$ cat config.mk
export PLATFORM = sky130hd
export DESIGN_NAME = dez_min_countdown
export DESIGN_NICKNAME = d
export VERILOG_FILES = /design/src/rtl/dez_min_countdown.sv
export SDC_FILE = /design/constraint.sdc
export NUM_CORES = 1
export LEC_CHECK = 0
export ABC_AREA = 0
export CAP_MARGIN = 20
export CELL_PAD_IN_SITES_DETAIL_PLACEMENT = 1
export CELL_PAD_IN_SITES_GLOBAL_PLACEMENT = 2
export CORE_MARGIN = 2
export CORE_UTILIZATION = 25
export CTS_CLUSTER_SIZE = 8
export DETAILED_ROUTE_END_ITERATION = 8
export PLACE_DENSITY = 0.74
export SYNTH_ARGS = -nofsm -noshare
export SYNTH_HDL_FRONTEND = slang
export SYNTH_SLANG_ARGS = --single-unit
$ cat constraint.sdc
create_clock -name clk -period 3 [get_ports clk]
set_clock_uncertainty 0.1 [all_clocks]
set_input_delay 0.6 -clock clk [delete_from_list [all_inputs] [get_ports clk]]
set_output_delay 0.6 -clock clk [all_outputs]
set_load 0.03 [all_outputs]
$ cat src/rtl/dez_min_countdown.sv
// ============================================================================
// dez_min_countdown : BCD tens-of-minutes down-counter with valve-control FSM.
// Optional macro DEZ_MIN_AUTO_RELOAD_EN enables cyclic reload after DONE.
// Revision 1.0
// ============================================================================
`default_nettype none

module dez_min_countdown #(
  parameter int WIDTH    = 4,
  parameter int MAX_TENS = 5
) (
  input  logic             clk,
  input  logic             rst_n,
  input  logic             load,
  input  logic [WIDTH-1:0] load_tens,
  input  logic             start,
  input  logic             pause,
  input  logic             borrow_in,
  input  logic             units_zero,
  output logic [WIDTH-1:0] tens,
  output logic             valve_on,
  output logic             done,
  output logic             busy
);

  typedef enum logic [1:0] {
    S_IDLE  = 2'd0,
    S_RUN   = 2'd1,
    S_PAUSE = 2'd2,
    S_DONE  = 2'd3
  } state_t;

  localparam logic [WIDTH-1:0] MAX_TENS_V = WIDTH'(MAX_TENS);
  localparam logic [WIDTH-1:0] ONE_V      = {{(WIDTH-1){1'b0}}, 1'b1};

  state_t           state_q, state_d;
  logic [WIDTH-1:0] tens_q, tens_d;
  logic             borrow_q;
  logic             valve_on_q, done_q, busy_q;

  logic [WIDTH-1:0] load_sat;
  logic             borrow_edge;
  logic             count_zero;

  assign load_sat    = (load_tens > MAX_TENS_V) ? MAX_TENS_V : load_tens;
  assign borrow_edge = borrow_in & ~borrow_q;
  assign count_zero  = (tens_q == '0) && units_zero;

`ifdef DEZ_MIN_AUTO_RELOAD_EN
  logic [WIDTH-1:0] reload_q, reload_d;

  always_comb begin
    reload_d = reload_q;
    if (load) reload_d = load_sat;
  end

  always_ff @(posedge clk or negedge rst_n) begin
    if (!rst_n) reload_q <= '0;
    else        reload_q <= reload_d;
  end
`endif

  always_comb begin
    state_d = state_q;
    tens_d  = tens_q;
    if (load) begin
      tens_d  = load_sat;
      state_d = S_IDLE;
    end else begin
      case (state_q)
        S_IDLE: begin
          if (start) state_d = count_zero ? S_DONE : S_RUN;
        end
        S_RUN: begin
          // Pause wins over a coincident borrow edge; that edge is lost.
          if (count_zero)                         state_d = S_DONE;
          else if (pause)                         state_d = S_PAUSE;
          else if (borrow_edge && tens_q != '0)   tens_d  = tens_q - ONE_V;
        end
        S_PAUSE: begin
          if (!pause) state_d = S_RUN;
        end
        S_DONE: begin
`ifdef DEZ_MIN_AUTO_RELOAD_EN
          tens_d  = reload_q;
          state_d = S_RUN;
`else
          state_d = S_DONE;
`endif
        end
        default: state_d = S_IDLE;
      endcase
    end
  end

  // Outputs are registered from the next state so they track the state register.
  always_ff @(posedge clk or negedge rst_n) begin
    if (!rst_n) begin
      state_q    <= S_IDLE;
      tens_q     <= '0;
      borrow_q   <= 1'b1;
      valve_on_q <= 1'b0;
      done_q     <= 1'b0;
      busy_q     <= 1'b0;
    end else begin
      state_q    <= state_d;
      tens_q     <= tens_d;
      borrow_q   <= borrow_in;
      valve_on_q <= (state_d == S_RUN);
      done_q     <= (state_d == S_DONE);
      busy_q     <= (state_d == S_RUN) || (state_d == S_PAUSE);
    end
  end

  assign tens     = tens_q;
  assign valve_on = valve_on_q;
  assign done     = done_q;
  assign busy     = busy_q;

endmodule

`default_nettype wire

==> results of run 1 <==
## synthesized netlist by cell type (all sizes together)
| library cell | count | area (um2) |
|---|---|---|
| dfrtp | 9 | 225 |
| inv | 5 | 18.8 |
| ha | 4 | 50.1 |
| a2111oi | 3 | 26.3 |
| o31ai | 3 | 22.5 |
| a31oi | 2 | 12.5 |
| buf | 2 | 16.3 |
| nand2 | 2 | 7.51 |
| nor3 | 2 | 10.0 |
| nor3b | 2 | 20.0 |
| or3 | 2 | 12.5 |
| or4 | 2 | 15.0 |
| a2111o | 1 | 11.3 |
| a21oi | 1 | 5.00 |
| a32o | 1 | 10.0 |
| and3b | 1 | 10.0 |
| dfstp | 1 | 26.3 |
| nand2b | 1 | 6.26 |
| nand4bb | 1 | 11.3 |
| nor2 | 1 | 3.75 |
| nor2b | 1 | 6.26 |
| o311ai | 1 | 8.76 |
| o41ai | 1 | 8.76 |
| or4b | 1 | 10.0 |
## state kept, by name, summed over array words and instances, names as in the netlist
signal and flops:
tens 4, state_q 2, borrow_q 1, busy 1, done 1, valve_on 1
## report_power, final
group          total (mW)  switching [mW]  internal [mW]
Sequential          0.156         0.00985          0.146
Clock               0.122          0.0481         0.0737
Combinational      0.0811          0.0412         0.0399
## logic make-up (layout without fill, tap and decap cells)
logic type | after synthesis | in the layout | share of synthesized area [%]
AOI/OAI and AO/OA | 13 | 13 | 19.0
adders and majority gates | 4 | 4 | 9.03
buffers and inverters | 7 | 27 | 6.32
DFF | 10 | 10 | 45.4
and+or+nand+nor | 16 | 16 | 20.3
## tightest hold or removal path: cells and delay by family, from the launching register on
kind / cells / cell delay [ns]
AO/OA/AOI/OAI: 2 / 0.17
flip-flops: 1 / 0.42
## final cells by class
cell class / instances / share of cell area, %
sequential: 10 / 32.0
tap: 28 / 4.45
clock buffer: 4 / 4.61
multi-input combinational: 33 / 34.0
timing repair buffer: 18 / 22.6
inverter: 5 / 2.38
## how the worst min path moves through the flow
| stage | slack [ns] | cells after the start | startpoint | end |
|---|---|---|---|---|
| after floorplan | 0.20 | 0 | rst_n | busy |
| after global placement | 0.52 | 2 | tens[1] | tens[3] |
| after detailed placement | 0.52 | 2 | tens[2] | tens[2] |
| after CTS | 0.54 | 2 | tens[2] | tens[2] |
| after global routing | 0.57 | 1 | rst_n | tens[1] |
| final | 0.53 | 2 | tens[0] | tens[0] |
## routing by layer
| layer | track usage (%) | vias to the layer above |
|---|---|---|
| li1 | - | 234 |
| met1 | 13.2 | 234 |
| met2 | 21.4 | 17 |
| met3 | 6.14 | 0 |
| met4 | 1.35 | 0 |
| met5 | 0 | - |
## metrics by stage
step	power (mW)	cells	util (%)	hold slack, ns
floorplan	0.198	50	-	0.204
global placement	0.239	94	34.9	0.520
detailed placement	0.240	94	34.9	0.521
CTS	0.367	98	36.6	0.535
global route	0.382	98	36.6	0.572
finish	0.358	98	36.6	0.528
==> impl_metrics.ini, run 1 <==
[power]
powerDensity_nw_per_um2 = 455
total_leakage_power_nw = 0.319
max-vdd-ir-drop_v = 0.000218

[logic_synthesis]
synth_seq_cells = 10
seq_area_frac_synth_pct = 45.4
synthCells = 50
syn_area_per_cell_um2 = 11.1
synthesis.nets = 65
yosysUniqueCellTypes = 26
yosys_warnings = 0
syn_area_um2 = 554

[routing]
wl_met3_um = 113
met1_length_um = 585
dr.pass1.iters = 4
post_drt_wl_per_cell_um = 13.6
dr.max_layer_used = met3
dr_wl_met2_um = 630
drt_first_iter_violations = 6
wl_mm = 1.33
vias = 485
postRouteAntennaNets = 0
vias_per_cell = 4.95
drc = 0

[clock_network]
h-tree-depth = 1
cts_tree = done
clock_latency_ns = 0.26
cts_resized = 0
cts_buffers = 3
cts_setup_buffers = 0
clkTransAtPathRegs_ns = 0.07
cts_sinks = 10
clock_path_buffers = 2
cts_root_buf = clkbuf_4
hold_buffers = 0

[critical_path]
rrSetupSlack_ns = 0.80
cp_cell_sequence = clkdlybuf4s50_1, nand4bb_1, or4b_1, a32o_1
arrival_ns = 2.28
timing.critical_path.buf_inv = 1
worst-path-stages = 4
reg2reg_to = busy
startpoint_type = input port
crit_fanout = 8
startpoint = pause
endpoint = tens[1]
r2r_start = tens[0]
crit_family = simple AND/OR/NAND/NOR gates
worstPathRequired_ns = 3.06
crit_path_top_delay_cell = or4b_1
worstSetupPathType = input port to register
r2r_cells = 8
cp_slowest_stage_delay_ns = 0.55
end_kind = register

[layout]
final_layout_size_suffix_gt1_share_pct = 11.4
multi_input_area_um2 = 268
areaGrowthSynthToFinish_pct = 42.0
diodes = 0
nets = 86
final_common_cell = clkdlybuf4s50_1
layout_common_cells = clkdlybuf4s50_1, dfrtp_1, inv_1
fill_cells = 251
finalInstanceArea_um2 = 787
regArea_um2 = 251

[placement]
place_ws_ns = 0.500
finalWeightedCongestion = 0.776
hpwl_mm = 1.03
portBuffers = 17
place_area_um2 = 751

[flow_run]
drv_cap = 0

[timing]
fmax_mhz = 450
min_period_over_period_pct = 74.1
setup_ws_ns = 0.778
finalCriticalPeriod_ns = 2.22
rsz0062_at_grt = no
slew_violations = 0
setup_violations = 0
tns_ns = 0
worst_slew_pin_slew_ns = 0.583
max-slew-margin-rel_pct = 60.2
hold_violations = 0

[worst_hold_path]
min_path_type = register to register

[floorplan]
std_cell_rows = 17
dieArea_um2 = 2610
io_pins = 18
initial_utilization_pct = 25.8
chipHeight_um = 51.1
coreArea_um2 = 2150
die_x_um = 51.1

[global_route]
grt_usage_pct = 12.1
grt_max_degree = 14
grt-ovfl-total = 0
antenna_found_initial = 0
first_global_vias = 523
grt_pass1_wl_mm = 2.32

[outcome]
status = complete, no violations
Note: power is estimated with default switching activity, not from simulation.
==> inputs of run 2 (changes only) <==
- clock period: 3 -> 2.2 ns (I/O delays scaled with it)
==> impl_metrics.ini, run 2 (synthesis gave the netlist of run 1 again) <==
[floorplan]
io_pins = 18
chipHeight_um = 51.1
coreArea_um2 = 2150
initial_utilization_pct = 25.8
std_cell_rows = 17
dieArea_um2 = 2610
die_x_um = 51.1

[global_route]
met2_usage_pct = 20.1
antenna_found_initial = 0
grt_max_degree = 14
first_global_vias = 492
gr-usage-met3_pct = 6.43
grt_pass1_wl_mm = 2.19
grt-busiest-layer = met2
grt_usage_pct = 11.8
use_met1_pct = 12.6
grt-ovfl-total = 0

[clock_network]
h-tree-depth = 1
cts_buffers = 3
hold_buffers = 0
cts_root_buf = clkbuf_4
cts_sinks = 10
cts_resized = 0
clock_path_buffers = 2
cts_setup_buffers = 0
clkTransAtPathRegs_ns = 0.07
cts_tree = done
clock_latency_ns = 0.27

[layout]
layout_common_cells = clkdlybuf4s50_1, dfrtp_1, inv_1, buf_4, ha_1
largest_reg_flops = 4
final_layout_size_suffix_gt1_share_pct = 16.2
diodes = 0
final_core_util_pct = 38.1
areaGrowthSynthToFinish_pct = 47.6
final_common_cell = clkdlybuf4s50_1
nets = 90

[critical_path]
r2r_cells = 8
arrival_ns = 2.09
worst-path-stages = 8
startpoint_type = register
end_kind = register
crit_path_top_delay_cell = dfrtp_1
crit_fanout = 3
cp_slowest_stage_delay_ns = 0.39
worstSetupPathType = register to register
timing.critical_path.buf_inv = 3
crit_family = adder cells
cp_cell_sequence = inv_1, ha_1, nor3b_2, nand2_1, a2111oi_1, buf_4, ha_1, inv_1
worstPathRequired_ns = 2.31

[timing]
fmax_mhz = 505
worst_slew_pin_slew_ns = 0.487
min_period_over_period_pct = 90.0
max-slew-margin-rel_pct = 66.7
finalCriticalPeriod_ns = 1.98
rsz0062_at_grt = no
slew_violations = 0
tns_ns = 0
hold_violations = 0
setup_violations = 0

[routing]
wl_mm = 1.37
postRouteAntennaNets = 0
post_drt_wl_per_cell_um = 13.4
vias_per_cell = 5.00
vias = 510
dr.pass1.iters = 2
drt_first_iter_violations = 1
drc = 0

[power]
p_sw_mw = 0.139
comb_power_share_pct = 23.7
seqPwrFrac_pct = 42.5
powerDensity_nw_per_um2 = 607
max-vdd-ir-drop_v = 0.000274
p_int_mw = 0.358
p_sw_share_pct = 27.9
clkPwrFrac_pct = 33.8
total_leakage_power_nw = 0.339

[placement]
portBuffers = 17
hpwl_mm = 1.12
finalWeightedCongestion = 0.780

[outcome]
status = complete, no violations

[flow_run]
drv_cap = 0

[worst_hold_path]
min_path_type = input port to asynchronous set/reset pin
==> run 2: final timing paths <==
check                        start  endpoint  slack, ns
max                        tens[1]      busy       0.22
min reg2reg                tens[1]   tens[3]       0.50
min in group clk           tens[1]   tens[3]       0.50
max reg2reg                tens[1]      busy       0.22
max in group asynchronous    rst_n  borrow_q       1.27
min                          rst_n   tens[3]       0.39
==> run 2: stage by stage <==
| step | cell area (um2) | cells | power, mW | hold WS (ns) | setup slack, ns |
|---|---|---|---|---|---|
| after global placement | 782 | 98 | 0.332 | 0.502 | 0.0755 |
| after global routing | 818 | 102 | 0.527 | 0.417 | 0.0708 |
| after detailed placement | 782 | 98 | 0.335 | 0.489 | 0.0163 |
| after floorplan | 556 | 50 | 0.271 | 0.0444 | 0.0473 |
| after CTS | 818 | 102 | 0.507 | 0.409 | 0.174 |
| final | 818 | 102 | 0.497 | 0.389 | 0.220 |
==> run 2: power by group through the flow <==
stage / clock (mW) / sequential [mW] / combinational [mW]
floorplan: 0 / 0.232 / 0.0384
finish: 0.168 / 0.211 / 0.118
detailed placement: 0 / 0.214 / 0.120
CTS: 0.175 / 0.211 / 0.120
global placement: 0 / 0.214 / 0.118
global route: 0.185 / 0.213 / 0.128
==> run 2: final cells by class <==
class	count	area (um2)
Sequential cell	10	251
Timing Repair Buffer	22	208
Inverter	5	18.8
Fill cell	252	1330
Clock buffer	4	36.3
Multi-Input combinational cell	33	269
Tap cell	28	35.0
==> run 2: per-layer routing <==
metal | part of all wire [%] | routed length, um
met3 | 8.4 | 115
met4 | 0 | 0
met5 | 0 | 0
met1 | 41 | 561
met2 | 51 | 694
